<file path="config.mk">
export PLATFORM = sky130hd
export DESIGN_NAME = sram_bank_sequencer
export DESIGN_NICKNAME = d
export VERILOG_FILES = /design/src/rtl/sram_bank_sequencer.sv
export SDC_FILE = /design/constraint.sdc
export NUM_CORES = 1
export LEC_CHECK = 0
export ABC_AREA = 1
export CORE_MARGIN = 3
export CORE_UTILIZATION = 51
export DETAILED_ROUTE_END_ITERATION = 16
export PLACE_DENSITY_LB_ADDON = 0.1
export SLEW_MARGIN = 20
export SYNTH_ARGS = -nofsm -noshare
export SYNTH_HDL_FRONTEND = slang
export SYNTH_SLANG_ARGS = --single-unit
</file>
<file path="constraint.sdc">
create_clock -name clk -period 4.12 [get_ports clk]
set_clock_uncertainty 0.15 [all_clocks]
set_input_delay 0.824 -clock clk [delete_from_list [all_inputs] [get_ports clk]]
set_output_delay 0.824 -clock clk [all_outputs]
set_load 0.02 [all_outputs]
</file>
<file path="src/rtl/sram_bank_sequencer.sv">
// Request-driven sequencer for the two-port SRAM array: walks each read/write
// through a 10-phase schedule of word lines, enables and SRAM clock, then returns a response.
module sram_bank_sequencer #(
    parameter int WIDTH = 16,
    parameter int WORDS = 32,
    parameter int AW    = 5
) (
    input  logic             clk,
    input  logic             reset,
    input  logic             req_valid,
    output logic             req_ready,
    input  logic             req_write,
    input  logic [AW-1:0]    req_addr_a,
    input  logic [AW-1:0]    req_addr_b,
    input  logic [WIDTH-1:0] req_wdata,
    output logic [WORDS-1:0] wordA,
    output logic [WORDS-1:0] wordB,
    output logic [WIDTH-1:0] sram_in,
    output logic             ReadEn,
    output logic             WriteEn,
    output logic             srclkneg,
    output logic             srclkpos,
    input  logic [WIDTH-1:0] outA,
    input  logic [WIDTH-1:0] outB,
    output logic             rsp_valid,
    input  logic             rsp_ready,
    output logic             rsp_write,
    output logic             rsp_err,
    output logic [WIDTH-1:0] rsp_data_a,
    output logic [WIDTH-1:0] rsp_data_b
);

    typedef enum logic [1:0] {
        S_IDLE  = 2'd0,
        S_PHASE = 2'd1,
        S_RESP  = 2'd2
    } state_t;

    state_t             state_q;
    logic [3:0]         p_q;
    logic               wr_q;
    logic               err_q;
    logic [AW-1:0]      addr_a_q;
    logic [AW-1:0]      addr_b_q;
    logic [WIDTH-1:0]   wdata_q;

    logic               req_ready_q;
    logic [WORDS-1:0]   word_a_q;
    logic [WORDS-1:0]   word_b_q;
    logic [WIDTH-1:0]   sram_in_q;
    logic               read_en_q;
    logic               write_en_q;
    logic               srclkneg_q;
    logic               srclkpos_q;
    logic               rsp_valid_q;
    logic               rsp_write_q;
    logic               rsp_err_q;
    logic [WIDTH-1:0]   rsp_data_a_q;
    logic [WIDTH-1:0]   rsp_data_b_q;

    logic [3:0]         p_nx_d;
    logic               wl_on_d;
    logic               clk_win_d;
    logic               req_err_d;
    logic [WORDS-1:0]   word_a_d;
    logic [WORDS-1:0]   word_b_d;
    logic [WIDTH-1:0]   sram_in_d;
    logic               read_en_d;
    logic               write_en_d;

    function automatic logic [WORDS-1:0] onehot(input logic [AW-1:0] addr);
        logic [WORDS-1:0] vec;
        vec = {WORDS{1'b0}};
        for (int i = 0; i < WORDS; i++) begin
            if (int'(addr) == i) begin
                vec[i] = 1'b1;
            end
        end
        return vec;
    endfunction

    // Array drive values for the phase the counter is about to enter; registered below.
    always_comb begin
        p_nx_d     = p_q + 4'd1;
        wl_on_d    = !err_q && (p_nx_d >= 4'd3);
        clk_win_d  = !err_q && ((p_nx_d == 4'd7) || (p_nx_d == 4'd8));
        word_a_d   = wl_on_d ? onehot(addr_a_q) : {WORDS{1'b0}};
        word_b_d   = wl_on_d ? onehot(wr_q ? addr_a_q : addr_b_q) : {WORDS{1'b0}};
        sram_in_d  = (!err_q && wr_q && (p_nx_d >= 4'd5)) ? wdata_q : {WIDTH{1'b0}};
        read_en_d  = clk_win_d && !wr_q;
        write_en_d = !err_q && wr_q && (p_nx_d == 4'd9);
        req_err_d  = (int'(req_addr_a) >= WORDS) ||
                     (!req_write && (int'(req_addr_b) >= WORDS));
    end

    // Transaction FSM with all array-side and response outputs registered.
    always_ff @(posedge clk) begin
        if (!reset) begin
            state_q      <= S_IDLE;
            p_q          <= 4'd0;
            wr_q         <= 1'b0;
            err_q        <= 1'b0;
            addr_a_q     <= {AW{1'b0}};
            addr_b_q     <= {AW{1'b0}};
            wdata_q      <= {WIDTH{1'b0}};
            req_ready_q  <= 1'b0;
            word_a_q     <= {WORDS{1'b0}};
            word_b_q     <= {WORDS{1'b0}};
            sram_in_q    <= {WIDTH{1'b0}};
            read_en_q    <= 1'b0;
            write_en_q   <= 1'b0;
            srclkneg_q   <= 1'b0;
            srclkpos_q   <= 1'b1;
            rsp_valid_q  <= 1'b0;
            rsp_write_q  <= 1'b0;
            rsp_err_q    <= 1'b0;
            rsp_data_a_q <= {WIDTH{1'b0}};
            rsp_data_b_q <= {WIDTH{1'b0}};
        end else begin
            case (state_q)
                S_IDLE: begin
                    req_ready_q <= 1'b1;
                    if (req_valid && req_ready_q) begin
                        req_ready_q <= 1'b0;
                        wr_q        <= req_write;
                        err_q       <= req_err_d;
                        addr_a_q    <= req_addr_a;
                        addr_b_q    <= req_addr_b;
                        wdata_q     <= req_wdata;
                        p_q         <= 4'd0;
                        state_q     <= S_PHASE;
                    end
                end
                S_PHASE: begin
                    // Read data is sampled while ReadEn is still high (last cycle of p=8).
                    if (p_q == 4'd8) begin
                        rsp_data_a_q <= (wr_q || err_q) ? {WIDTH{1'b0}} : outA;
                        rsp_data_b_q <= (wr_q || err_q) ? {WIDTH{1'b0}} : outB;
                    end
                    if (p_q == 4'd9) begin
                        state_q     <= S_RESP;
                        word_a_q    <= {WORDS{1'b0}};
                        word_b_q    <= {WORDS{1'b0}};
                        sram_in_q   <= {WIDTH{1'b0}};
                        read_en_q   <= 1'b0;
                        write_en_q  <= 1'b0;
                        srclkneg_q  <= 1'b0;
                        srclkpos_q  <= 1'b1;
                        rsp_valid_q <= 1'b1;
                        rsp_write_q <= wr_q;
                        rsp_err_q   <= err_q;
                    end else begin
                        p_q         <= p_nx_d;
                        word_a_q    <= word_a_d;
                        word_b_q    <= word_b_d;
                        sram_in_q   <= sram_in_d;
                        read_en_q   <= read_en_d;
                        write_en_q  <= write_en_d;
                        srclkneg_q  <= clk_win_d;
                        srclkpos_q  <= !clk_win_d;
                    end
                end
                S_RESP: begin
                    if (rsp_ready) begin
                        state_q      <= S_IDLE;
                        req_ready_q  <= 1'b1;
                        rsp_valid_q  <= 1'b0;
                        rsp_write_q  <= 1'b0;
                        rsp_err_q    <= 1'b0;
                        rsp_data_a_q <= {WIDTH{1'b0}};
                        rsp_data_b_q <= {WIDTH{1'b0}};
                    end
                end
                default: begin
                    state_q     <= S_IDLE;
                    req_ready_q <= 1'b0;
                end
            endcase
        end
    end

    assign req_ready  = req_ready_q;
    assign wordA      = word_a_q;
    assign wordB      = word_b_q;
    assign sram_in    = sram_in_q;
    assign ReadEn     = read_en_q;
    assign WriteEn    = write_en_q;
    assign srclkneg   = srclkneg_q;
    assign srclkpos   = srclkpos_q;
    assign rsp_valid  = rsp_valid_q;
    assign rsp_write  = rsp_write_q;
    assign rsp_err    = rsp_err_q;
    assign rsp_data_a = rsp_data_a_q;
    assign rsp_data_b = rsp_data_b_q;

endmodule

</file>
; After elaboration in Yosys (flattened, before gate mapping)
; Index checks and enable logic that the tools add are counted.
[word_totals]
elab_cells = 214
out_inout_bits = 120
regBits = 153
inputBits = 63
[op_classes]
muxes = 99
n_bitwise = 1
n_addsub = 1
n_lt_le_gt_ge = 2
reduce_logical = 18
n_eq_ne = 74
[op_table]
columns = op, n
row1 = $eq A5 B5 Y1 const B, 32
row2 = $mux W32, 4
row3 = $mux W16, 7
row4 = $eq A5 B4 Y1 const B, 16
row5 = $mux W1, 74
row6 = $pmux W16 S2, 2
row7 = $eq A5 B3 Y1 const B, 8
row8 = $eq A5 B2 Y1 const B, 4
row9 = $eq A4 B4 Y1 const B, 4
row10 = $reduce_and A3 Y1, 4
row11 = $eq A5 B1 Y1 const B, 2
row12 = $logic_not A5 Y1, 2
row13 = $ne A2 B2 Y1 const B, 5
row14 = $mux W4, 2
row15 = $pmux W4 S2, 1
row16 = $mux W2, 3
row17 = $pmux W1 S2, 3
row18 = $pmux W2 S3, 1
row19 = $mux W5, 1
row20 = $add A4 B1 Y4 const B, 1
row21 = $eq A4 B3 Y1 const B, 1
row22 = $ge A4 B2 Y1 const B, 1
row23 = $ge A4 B3 Y1 const B, 1
row24 = $logic_and A1 B1 Y1, 4
row25 = other kinds (9), 12

; Depth between registers and ports, before layout
; Gate-level depths: netlist of run 1.
[depth]
depth_word = 5
ltp_mapped = 10
mapped_depth_nobuf = 10

; Worst setup path before layout of run 1
; No wires, ideal clock.
[synth_path]
path_kind = input port to flip-flop
start = input port reset
end = register sram_in_q[10] (netlist: sram_in[10])
setup_slack_ns = 2.348
t_required_ns = 3.842
setup_ns = 0.128
path_buffers = 2
arrival_ns = 1.494
stages = 4
cell_sequence = clkinv_1 > clkbuf_1 > clkbuf_1 > nor2_1
[synth_rtl]
columns = element, line_no
row1 = "start, declared", 9  ; input logic reset,
row2 = "end signal, assigned", 109  ; sram_in_q <= {WIDTH{1'b0}};
row3 = "end signal, assigned", 144  ; sram_in_q <= {WIDTH{1'b0}};
row4 = "end signal, assigned", 156  ; sram_in_q <= sram_in_d;
row5 = "end, declared", 50  ; logic [WIDTH-1:0] sram_in_q;
; No word-level cell between the ends.

; Worst setup path in the final report of run 1
[layout_path]
start = input port req_valid
end = register wdata_q[8]
[layout_between]
elab_chain_cells = 2
[layout_rtl]
columns = element, line_no
row1 = "start, declared", 10  ; input logic req_valid,
row2 = $logic_and A1 B1 Y1, 123  ; if (req_valid && req_ready_q) begin
row3 = $reduce_and A2 Y1 (no line), -
row4 = "end signal, assigned", 105  ; wdata_q <= {WIDTH{1'b0}};
row5 = "end signal, assigned", 129  ; wdata_q <= req_wdata;
row6 = "end, declared", 45  ; logic [WIDTH-1:0] wdata_q;
; Every way passes these cells.
; A chain may end at the register's enable or synchronous reset.

==> results, run 1 <==
- The initial antenna violation count came to 0.
- After synthesis, the mean cell area works out to 7.239 um2.
- The number of H-tree levels is 4.
- In this run the static leakage power is 2.974 nW.
- The final layout contains 1,067 nets.
- For the pin with the worst max-slew slack, the measured transition is 1.002 ns.
- In this run the worst path has a maximum fanout of 20.
- The total overflow left after global routing is 0.
- Buffers inserted during clock tree synthesis total 17.
- The library cell with the largest summed area after synthesis is sky130_fd_sc_hd__dfxtp_1.
- The cell area after placement is 7954 um2.
- After detailed routing, the number of remaining DRC violations is 0.
- The tree built by TritonCTS fans out to 152 sinks.
- In this run the core area contains 39 standard-cell rows.
- The number of gates resized after CTS is 0.
- Compared with the post-synthesis result, the final layout area differs by 39.73%.
- Buffers inserted to repair hold after CTS numbered 0.
- The worst-case IR drop observed on VDD is 0.3770 mV.
- The die boundary height is 115.7 um.
- The number of I/O pins is 183.
- Entering global routing, the biggest net connects 73 pins.
- Global routing consumed, over all layers together, 24.92% of the routing resources.
- Setup repair after global routing left no endpoint under its margin.
- The layout cell share with drive strength beyond 1 is 5.632%.
- The routed design has 16,630 um of wire.
- After synthesis, the cell types taking the most area are sky130_fd_sc_hd__dfxtp_1 (50%), sky130_fd_sc_hd__nand3_1 (9.9%), sky130_fd_sc_hd__nand2_1 (9.7%).
- The startpoint type of the worst setup path is an input port.
- The first global-routing pass estimated 26,690 um of wire.
- The type of the setup path with the least slack is in -> reg.
- The multi-input combinational cells in the finished layout cover a total of 2671 um2.
- The worst pin sits at a relative slew slack of 33.16%.
- In the final routed layout, each cell accounts on average for 14.40 um.
- The region available for standard cell placement spans 11,610 um2.
- STA classifies the critical path endpoint as a flip-flop.
- The cell area after synthesis is 6138 um2.
- After clock tree synthesis, the clock-pin slew on the worst setup and hold paths is 0.06 ns.
- The longest clock path from root to sink contains 2 buffers.
- The setup total negative slack is 0 ns.
- The filler cells instantiated in the layout total 966.
- Once detailed placement completed, the half-perimeter wirelength came to 10,950 um.
- In this run the tool buffered the top-level ports with 181 buffer cells.
- In this run, distinct cell masters in the synthesized netlist total 26.
- The clock tree from TritonCTS is done.
- At the end of routability-driven placement, the weighted congestion stood at 0.8335.
- The die covers 13,390 um2.
- The antenna cell count is 0.
- After technology mapping, the gate count stands at 848.
- The horizontal die dimension is 115.7 um.
- At the later pin of the worst-skew pair, clock insertion delay measures 0.41 ns.
- The final standard cell area without fillers is 8577 um2.
- The number of setup buffers added after CTS is 0.
- Sequential cells were found to cover 49.57% of the synthesized design area.
- The ratio of final minimum period to clock period is 63.30%.
- The maximum clock rate is 383.4 MHz.
- The total setup violations reported at the end of the flow is 0.
- For this block, the initial DRC count from the detailed router was 578.
- The number of warnings issued by yosys is 0.
- The flow ran to the end, and the final reports show no timing, DRC or antenna violations.
- For the worst setup path, the data required time is 4.32 ns.
- The number of nets produced by synthesis is 916.
- The worst hold path belongs to the class reg -> reg.
- For the worst setup path, the data arrival time is 2.81 ns.
- The total count of max-transition violations in the final report is 0.
- The post-detailed-route count of antenna-violating nets is 0.
- The length of the first detailed-routing pass in iterations is 5.
- For this configuration, the core starts out at a cell density of 52.85%.
- The cell area power density is 396.9 nW/um2.
- Counting flops and latches in the post-synthesis netlist gives 152.
- The via count of the first global-routing pass came to 5,669.
- Summing all flip-flop and latch instances after layout gives 3043 um2.
- The total count of hold-check failures in the final report was 0.
- In the routed layout, each cell is associated on average with a via count of 5.289.
- The fraction of post-synthesis cell area in the top cell type by area is 49.57%.
- The clock root buffer is sky130_fd_sc_hd__clkbuf_16.
- The max-cap check violation count is 0.
- For the finished layout, the period the worst path requires is 2.608 ns.
- The routed layout has 6,109 vias.
-- state kept, by name (all words and copies together) (netlist names), 5 cells and up --
register and count:
wdata_q 16, rsp_data_a 16, rsp_data_b 16, sram_in 16, wordB 32, addr_a_q 5
wordA 32, addr_b_q 5
-- per-layer routing --
| layer | up-vias | track usage (%) | routed length [um] |
|---|---|---|---|
| li1 | 3063 | - | - |
| met1 | 2822 | 31.44 | 7169 |
| met2 | 194 | 40.78 | 8108 |
| met3 | 30 | 7.154 | 980 |
| met4 | 0 | 9.281 | 374 |
| met5 | - | 0 | 0 |
-- final timing paths --
check                            from                        to  slack, ns  cells after the start
min          wdata_q[15]$_SDFFE_PN0P_  wdata_q[15]$_SDFFE_PN0P_       0.30                      2
min reg2reg  wdata_q[15]$_SDFFE_PN0P_  wdata_q[15]$_SDFFE_PN0P_       0.30                      2
max                         req_valid   wdata_q[8]$_SDFFE_PN0P_       1.51                      5
max reg2reg       p_q[1]$_SDFFE_PN0P_    wordB[14]$_SDFFE_PN0P_       1.55                      7
-- layout make-up --
type | instances | share of cell area, %
clock buffers | 23 | 5.573
clock inverters | 9 | 1.692
inverters | 42 | 1.882
multi-input cells | 595 | 31.15
flip-flops and latches | 152 | 35.48
well taps | 143 | 2.086
repair buffers | 191 | 22.14
-- kinds of logic (layout without fill, tap and decap cells) --
family,count (synthesis),in the layout,synth area share (%)
simple gates,434,434,29.68
compound gates,155,155,12.72
fa+ha+maj,5,5,1.019
flops,152,152,49.57
other cells,1,1,0.06109
buf+inv,101,265,6.951
-- placed cells by master (no fill, tap or decap) --
master,count
sky130_fd_sc_hd__and2_1,1
sky130_fd_sc_hd__nand2_1,159
sky130_fd_sc_hd__bufinv_16,4
sky130_fd_sc_hd__nor2_1,145
sky130_fd_sc_hd__inv_2,9
sky130_fd_sc_hd__ha_1,5
sky130_fd_sc_hd__dfxtp_1,152
sky130_fd_sc_hd__nand4_1,1
sky130_fd_sc_hd__clkbuf_16,17
sky130_fd_sc_hd__clkbuf_1,3
sky130_fd_sc_hd__nor2_2,2
sky130_fd_sc_hd__o21ai_1,28
sky130_fd_sc_hd__buf_12,1
sky130_fd_sc_hd__clkinv_2,6
sky130_fd_sc_hd__a21oi_1,114
sky130_fd_sc_hd__clkdlybuf4s50_1,181
sky130_fd_sc_hd__a31oi_1,1
sky130_fd_sc_hd__nand2_4,2
sky130_fd_sc_hd__inv_1,31
sky130_fd_sc_hd__nand4_2,2
sky130_fd_sc_hd__o21ai_2,1
sky130_fd_sc_hd__inv_4,1
sky130_fd_sc_hd__nor3_1,1
sky130_fd_sc_hd__o21ai_0,11
sky130_fd_sc_hd__buf_4,9
sky130_fd_sc_hd__conb_1,1
sky130_fd_sc_hd__nand3_1,121
sky130_fd_sc_hd__clkbuf_8,3
-- worst max-delay path, stage by stage --
cell	delay [ns]
sky130_fd_sc_hd__clkdlybuf4s50_1	0.48
sky130_fd_sc_hd__nand3_1	0.53
sky130_fd_sc_hd__inv_1	0.74
sky130_fd_sc_hd__nor2_1	0.09
sky130_fd_sc_hd__nor2_1	0.14
-- power breakdown --
part           internal (W)  switching, W
clock network       0.00106      0.000576
logic             0.0000966      0.000158
registers           0.00149     0.0000218
total               0.00265      0.000756
-- synth_stat cells --
library cell,n
sky130_fd_sc_hd__conb_1,1
sky130_fd_sc_hd__buf_2,15
sky130_fd_sc_hd__and2_1,1
sky130_fd_sc_hd__a21oi_1,114
sky130_fd_sc_hd__inv_2,9
sky130_fd_sc_hd__buf_4,3
sky130_fd_sc_hd__inv_4,1
sky130_fd_sc_hd__clkinv_1,1
sky130_fd_sc_hd__nand2_4,2
sky130_fd_sc_hd__o21ai_0,11
sky130_fd_sc_hd__nand2_1,159
sky130_fd_sc_hd__nor3_1,1
sky130_fd_sc_hd__nand3_1,121
sky130_fd_sc_hd__clkbuf_1,36
sky130_fd_sc_hd__dfxtp_1,152
sky130_fd_sc_hd__nor2_1,146
sky130_fd_sc_hd__nand4_1,1
sky130_fd_sc_hd__a31oi_1,1
sky130_fd_sc_hd__inv_1,31
sky130_fd_sc_hd__o21ai_2,1
sky130_fd_sc_hd__buf_6,2
sky130_fd_sc_hd__nand4_2,2
sky130_fd_sc_hd__o21ai_1,28
sky130_fd_sc_hd__buf_1,3
sky130_fd_sc_hd__nor2_2,1
sky130_fd_sc_hd__ha_1,5
-- metrics by stage --
step / instances / hold slack [ns] / setup WS [ns] / total power, W / util (%)
after global placement: 1123 / 0.2951 / 1.120 / 0.001797 / 68.49
after global routing: 1155 / 0.3212 / 1.339 / 0.003516 / 73.85
final: 1155 / 0.3037 / 1.512 / 0.003404 / 73.85
after detailed placement: 1123 / 0.2966 / 1.085 / 0.001800 / 68.49
after CTS: 1155 / 0.3068 / 1.516 / 0.003419 / 73.85
after floorplan: 848 / 0.2808 / 2.348 / 0.001695 / -
Note: power is estimated with default switching activity, not from simulation.
==> inputs of run 2 (changes only) <==
Settings changed: CORE_UTILIZATION 51 to 47.
Clock period 4.12 ns to 2.65 ns, I/O delays scaled along.
==> run 2 against run 1 <==
Core utilization shrank 6.7 points. Final area shrank 0.79%. Clock power grew 29%. Highest routed layer unchanged. Flip-flop and latch count is the same. Critical path depth grew 3. Worst hold slack gained 0.0069 ns. Cell count grew 2.3%. First-iteration DRC count shrank 3.5%. Sequential power grew 55%. Register-to-register slack lost 1.1 ns.
==> results, run 2 (synthesized netlist as in run 1, its figures left out) <==
- Of the cells placed in the final design, the portion with a size suffix greater than 1 is 5.347%.
- Clock-pin slew was measured on the worst setup and hold paths at 0.05 ns.
- The cell area power density is 570.4 nW/um2.
- The library cells used most frequently in the layout, excluding fill and tap cells, are sky130_fd_sc_hd__clkdlybuf4s50_1 (181), sky130_fd_sc_hd__nand2_1 (159), sky130_fd_sc_hd__dfxtp_1 (152).
- The share of total power dissipated in combinational logic is 8.3%.
- The die footprint is 14,470 um2.
- Adding up every negative setup slack in the final design gives 0 ns.
- The die boundary height is 120.3 um.
- The type of the setup path with the least slack is reg -> reg.
- For this run, design rule violations remaining after detail routing come to 0.
- The startpoint type of the worst setup path is a flip-flop.
- In this run the clock root is driven by a sky130_fd_sc_hd__clkbuf_16.
- The data arrival time of the critical path is 2.44 ns.
- The total area of sequential cells is 3043 um2.
- The fraction of power spent switching nets is 23.40%.
- At the later pin of the worst-skew pair, clock insertion delay measures 0.42 ns.
- The number of gates resized after CTS is 0.
- The net count of the finished layout is 1,069.
- In this run, flip-flops and latches consume 48.4% of the power.
- The run finished with clean final reports.
- For this design the static power due to leakage is 2.920 nW.
- Across the VDD grid, the largest voltage drop is 0.3888 mV.
- The filler cells instantiated in the layout total 1,164.
- The smallest clock period supported by the final layout is computed as 2.247 ns.
- Measured along the x axis, the die boundary spans 120.3 um.
- The area overhead of the layout relative to synthesis is 38.63%.
- The number of buffers between clock root and the deepest sink is 2.
- The total wire length after detailed routing is 16,240 um.
- The clock tree from TritonCTS is done.
- The initial antenna violation count is 0.
- The repair_antennas step left the layout with diodes totalling 0.
- The placer congestion estimate is 0.8222.
- For this run, the detailed router's first-pass iteration total came to 5.
- The internal power summed over all cells is 0.003718 W.
- Of the total power, the clock network draws 43.4%.
- The type of the worst min-delay path is reg -> reg.
- The number of setup buffers added after CTS is 0.
- Global routing finished with a remaining overflow of 0.
- The via count of the first global-routing pass is 5,473.
- The area of the core is 12,670 um2.
- In the finished design, the share of the clock period the worst path needs comes to 84.81%.
- Across the run, the number of max-cap violations was 0.
- The number of rows created at floorplan is 41.
- The wire length of the first global-routing pass is 26,600 um.
- The post-layout total power is 0.004854 W.
- The most common cell after layout, fill and taps aside is sky130_fd_sc_hd__clkdlybuf4s50_1.
- The clock net in this run drives a total of 152 sinks.
- The number of input and output port buffers inserted is 181.
- The area used by multi-input combinational logic is 2671 um2.
- The number of vias per cell is 5.039.
- The count of nets left with antenna violations once routing finished came out at 0.
- The total count of hold-check failures in the final report came to 0.
- In this run the power spent charging and discharging nets is 0.001136 W.
- The detailed router finished its first iteration with 558 violations.
- The number of I/O pins is 183.
- The peak fanout along the critical path is 21.
- The number of buffers created by CTS is 17.
- For the worst setup path, the data required time is 2.84 ns.
- The headroom to the max-slew limit is 52.44%.
- The initial utilization of the core area, before any placement, comes to 48.44%.
- The total count of max-transition violations in the final report is 0.
- The detailed router placed 5,956 vias in this run.
- The transition time of the tightest slew-check pin is 0.7135 ns.
- The H-tree was split into 4 levels.
- Global routing used 22.67% of the available tracks across all layers.
- In this run, post-CTS hold repair placed 0 buffers.
- The worst setup path is captured at a flip-flop.
- The maximum clock rate is 444.9 MHz.
- Setup repair after global routing left no endpoint under its margin.
- Detailed placement ended at an HPWL of 11,040 um.
- The average detailed-routed wire length per instance is 13.74 um.
- Setup violations remaining at the end of the flow were counted as 0.
- Entering global routing, the biggest net connects 72 pins.
## run 2: changes by cell type in the layout (fill, tap and decap cells not counted)
cell                         change
sky130_fd_sc_hd__clkbuf_1        +1
sky130_fd_sc_hd__bufinv_16       -4
sky130_fd_sc_hd__clkinv_2        -2
sky130_fd_sc_hd__buf_4           +2
sky130_fd_sc_hd__clkinvlp_4      +1
## run 2: worst paths after layout
kind                                                     to  slack, ns                         from  cells after the start
worst min-delay path            rsp_data_b[15]$_SDFFE_PN0P_       0.31  rsp_data_b[15]$_SDFFE_PN0P_                      2
worst min register to register  rsp_data_b[15]$_SDFFE_PN0P_       0.31  rsp_data_b[15]$_SDFFE_PN0P_                      2
worst max register to register       wordB[24]$_SDFFE_PN0P_       0.40          p_q[1]$_SDFFE_PN0P_                      8
worst max-delay path                 wordB[24]$_SDFFE_PN0P_       0.40          p_q[1]$_SDFFE_PN0P_                      8
## run 2: worst max-delay path, cell delays in order, from the launching register on
cell,delay (ns)
sky130_fd_sc_hd__dfxtp_1,0.46
sky130_fd_sc_hd__inv_1,0.10
sky130_fd_sc_hd__ha_1,0.19
sky130_fd_sc_hd__nand3_1,0.14
sky130_fd_sc_hd__nand2_4,0.17
sky130_fd_sc_hd__inv_2,0.13
sky130_fd_sc_hd__and2_1,0.52
sky130_fd_sc_hd__nand3_1,0.16
sky130_fd_sc_hd__a21oi_1,0.15
## run 2: power by group through the flow
stage	registers, W	clock network [W]	logic [W]
2_1_floorplan	0.00239	0	0.000242
3_3_place_gp	0.00240	0	0.000400
3_5_place_dp	0.00240	0	0.000402
4_1_cts	0.00235	0.00214	0.000403
5_1_grt	0.00235	0.00223	0.000453
6_report	0.00235	0.00210	0.000401
## run 2: final cells by class
class,count,share of cell area (%)
clock buffer,24,5.661
clock inverter,4,0.2647
inverter,42,1.897
multi-input combinational,595,31.39
sequential,152,35.76
tap,172,2.529
timing repair buffer,193,22.50
## run 2: metal layers
| metal | GRT usage (%) | share of wire, % | vias up |
|---|---|---|---|
| met5 | 0 | 0 | - |
| li1 | - | - | 3067 |
| met2 | 37.69 | 50 | 167 |
| met1 | 28.17 | 42 | 2685 |
| met3 | 5.472 | 5.6 | 37 |
| met4 | 9.703 | 2.8 | 0 |
## run 2: metrics by stage
| step | instance area, um2 | hold slack (ns) | utilization [%] | worst slack [ns] | std cells |
|---|---|---|---|---|---|
| 6_report | 8509 | 0.3106 | 67.16 | 0.4025 | 1182 |
| 5_1_grt | 8509 | 0.3297 | 67.16 | 0.1815 | 1182 |
| 4_1_cts | 8509 | 0.3122 | 67.16 | 0.4198 | 1182 |
| 3_5_place_dp | 8005 | 0.3034 | 63.18 | 0.4277 | 1154 |
| 3_3_place_gp | 8005 | 0.2953 | 63.18 | 0.5057 | 1154 |
| 2_1_floorplan | 6138 | 0.2808 | - | 0.9555 | 848 |
==> inputs of run 3 (changes only) <==
Settings changed: CORE_UTILIZATION 47 to 43.
Clock period 2.65 ns to 2 ns, I/O delays scaled along.
==> run 3 against run 2 <==
Register-to-register slack lost 0.20 ns. Power grew 41%. Flip-flop and latch count is the same. Core utilization shrank 3.8 points. Cell count grew 2.4%. Routed wire length grew 3.0%.
==> results, run 3 (synthesized netlist as in run 1, its figures left out) <==
- The cell total after placement is 1,179.
- The finished layout holds 1,210 standard cells, fillers aside.
- Setup violations remaining at the end of the flow were counted as 0.
- The root buffer cell chosen for the clock tree is sky130_fd_sc_hd__clkbuf_16.
- The die boundary height is 125.5 um.
- The first routing iteration left 507 violations.
- The maximum vdd drop is 0.6075 mV.
- Based on the critical path, the design can be clocked at up to 514.1 MHz.
- The analysis attributes to cell leakage a power of 3.099 nW.
- Buffers added to address setup during post-CTS repair amount to 0.
- During I/O placement, the number of pins put on the boundary was 183.
- The antenna cell count is 0.
- After filler insertion, the fill cell instance count of the layout stands at 1,315.
- The net count of the finished layout is 1,086.
- Setup total negative slack on the finished layout was measured at 0 ns.
- The number of rows created at floorplan is 43.
- The initial antenna violation count is 0.
- The die is 125.5 um wide.
- The first TritonRoute pass finished after 5 iterations.
- CTS built an H-tree with a depth of 4.
- Input and output buffers added on the ports amount to 181.
- The critical path in this run is classified as reg -> out.
- The run finished with clean final reports.
- After layout, the design draws a total of 0.006853 W.
- TritonCTS created 17 clock buffers.
- In this design, the stage delay of the slowest critical-path cell is 0.62 ns.
- At the later pin of the worst-skew pair, clock insertion delay measures 0.43 ns.
- In the final routed layout, each cell accounts on average for 13.82 um.
- The area of the core is 13,930 um2.
- The hold buffer count at cts is 0.
- The sequential cells in the finished layout cover a total of 3043 um2.
- Clock-pin slew was measured on the worst setup and hold paths at 0.06 ns.
- The most common cell after layout, fill and taps aside is sky130_fd_sc_hd__clkdlybuf4s50_1.
- Cells fill 63.33% of the core in the end.
- For the finished layout, the period the worst path requires is 1.945 ns.
- The type of the worst min-delay path is reg -> reg.
- Compared with the post-synthesis result, the final layout area differs by 43.76%.
- The global-route usage over all layers is 21.07%.
- The kind of end point of the critical path is an output port.
- The starting utilization of the core area is 44.05%.
- After global routing the overflow that remains totals 0.
- Setup repair after global routing left no endpoint under its margin.
- The area used by multi-input combinational logic is 2679 um2.
- The first global-routing pass estimated 27,220 um of wire.
- In the routed layout, each cell is associated on average with a via count of 4.970.
- Counting every sink on the clock net gives 152.
- The worst path meets setup with 0.05470 ns of slack.
- For the worst setup path, the data arrival time is 1.40 ns.
- In this run the worst path has a maximum fanout of 2.
- Traced cell by cell, the critical path runs through clkdlybuf4s50_1.
- The ratio of final minimum period to clock period is 97.26%.
- The total count of hold-check failures in the final report was 0.
- Across the run, the number of max-cap violations was 0.
- On the critical path the largest part of the delay comes from buffers and inverters.
- In the final layout, the share of cells above drive strength 1 is 7.476%.
- In the routed design, unresolved DRC markers number 0.
- The via count of the first global-routing pass is 5,588.
- The count of buffer and inverter cells on the critical path is 1.
- The HPWL after detailed placement is 11,520 um.
- The startpoint type of the worst setup path is a flip-flop.
- The largest individual stage delay along the critical path comes from the cell sky130_fd_sc_hd__clkdlybuf4s50_1.
- The maximum number of pins on one net before global-route repair is 65.
- At the end of routability-driven placement, the weighted congestion stood at 0.8319.
- Leaving out fill and tap cells, the most frequent cells in the layout are sky130_fd_sc_hd__clkdlybuf4s50_1 (178), sky130_fd_sc_hd__nand2_1 (159), sky130_fd_sc_hd__dfxtp_1 (152).
- The total vias in the final route is 6,014.
- Once detail routing completed, the nets flagged for antenna violations numbered 0.
- The longest clock path from root to sink contains 2 buffers.
- For this design the ratio of total power to cell area is 776.5 nW/um2.
- After detailed routing, the total wire length is 16,730 um.
- At the worst endpoint, the required time is 1.45 ns.
- The total count of max-transition violations in the final report is 0.
- TritonCTS built the clock tree.
- The worst setup timing slack at the placement stage is 0.06277 ns.
- The die covers 15,750 um2.
-- run 3: cell types whose count changed in the layout (fill, tap and decap cells not counted), moves of 2 or more --
cell	delta
sky130_fd_sc_hd__clkinv_2	-2
sky130_fd_sc_hd__buf_12	+6
sky130_fd_sc_hd__dlymetal6s2s_1	+2
sky130_fd_sc_hd__clkinvlp_4	+3
sky130_fd_sc_hd__clkinv_4	+3
sky130_fd_sc_hd__bufinv_16	+2
sky130_fd_sc_hd__clkdlybuf4s50_1	-3
sky130_fd_sc_hd__clkbuf_1	-3
sky130_fd_sc_hd__buf_4	+10
-- run 3: path summary, 6_finish.rpt --
path,startpoint,endpoint,slack (ns),cells after the start
max,wordB[7]$_SDFFE_PN0P_,wordB[7],0.05,1
min,wdata_q[15]$_SDFFE_PN0P_,wdata_q[15]$_SDFFE_PN0P_,0.31,2
max reg2reg,p_q[0]$_SDFFE_PN0P_,wordA[15]$_SDFFE_PN0P_,0.20,8
min reg2reg,wdata_q[15]$_SDFFE_PN0P_,wdata_q[15]$_SDFFE_PN0P_,0.31,2
-- run 3: worst min-delay path, stage by stage, from the launching register on --
cell and delay (ns):
sky130_fd_sc_hd__dfxtp_1 0.29, sky130_fd_sc_hd__inv_1 0.06, sky130_fd_sc_hd__a21oi_1 0.06
-- run 3: per-layer routing --
metal  vias up  track usage (%)  share of wire, %
met1      2748            26.01                44
met4         0            6.569               1.6
met3        23            6.023               5.2
li1       3102                -                 -
met5         -                0                 0
met2       141            35.65                49
-- run 3: per-stage QoR --
stage	instance area [um2]	hold slack, ns
after CTS	8808	0.3077
after global routing	8825	0.3316
after floorplan	6138	0.2808
after detailed placement	8218	0.2994
final	8825	0.3065
after global placement	8218	0.2907
-- run 3: layout make-up --
type | instances | share of cell area [%]
sequential | 152 | 34.48
clock buffer | 21 | 5.331
clock inverter | 10 | 1.375
inverter | 42 | 1.829
timing repair buffer | 210 | 24.07
multi-input combinational | 595 | 30.36
tap | 180 | 2.552
-- run 3: what timing repair did --
action | CTS | global route
cloned | 0 | 0
pin swaps | 0 | 0
resized for setup | 1 | 4
setup endpoints to repair | 1 | 19
-- run 3: where the power goes --
| group | switching, W | internal [W] | leakage, nW |
|---|---|---|---|
| logic | 0.000342 | 0.000231 | 1.59 |
| clock network | 0.00124 | 0.00193 | 0.277 |
| registers | 0.0000318 | 0.00308 | 1.23 |
| total | 0.00161 | 0.00524 | 3.10 |
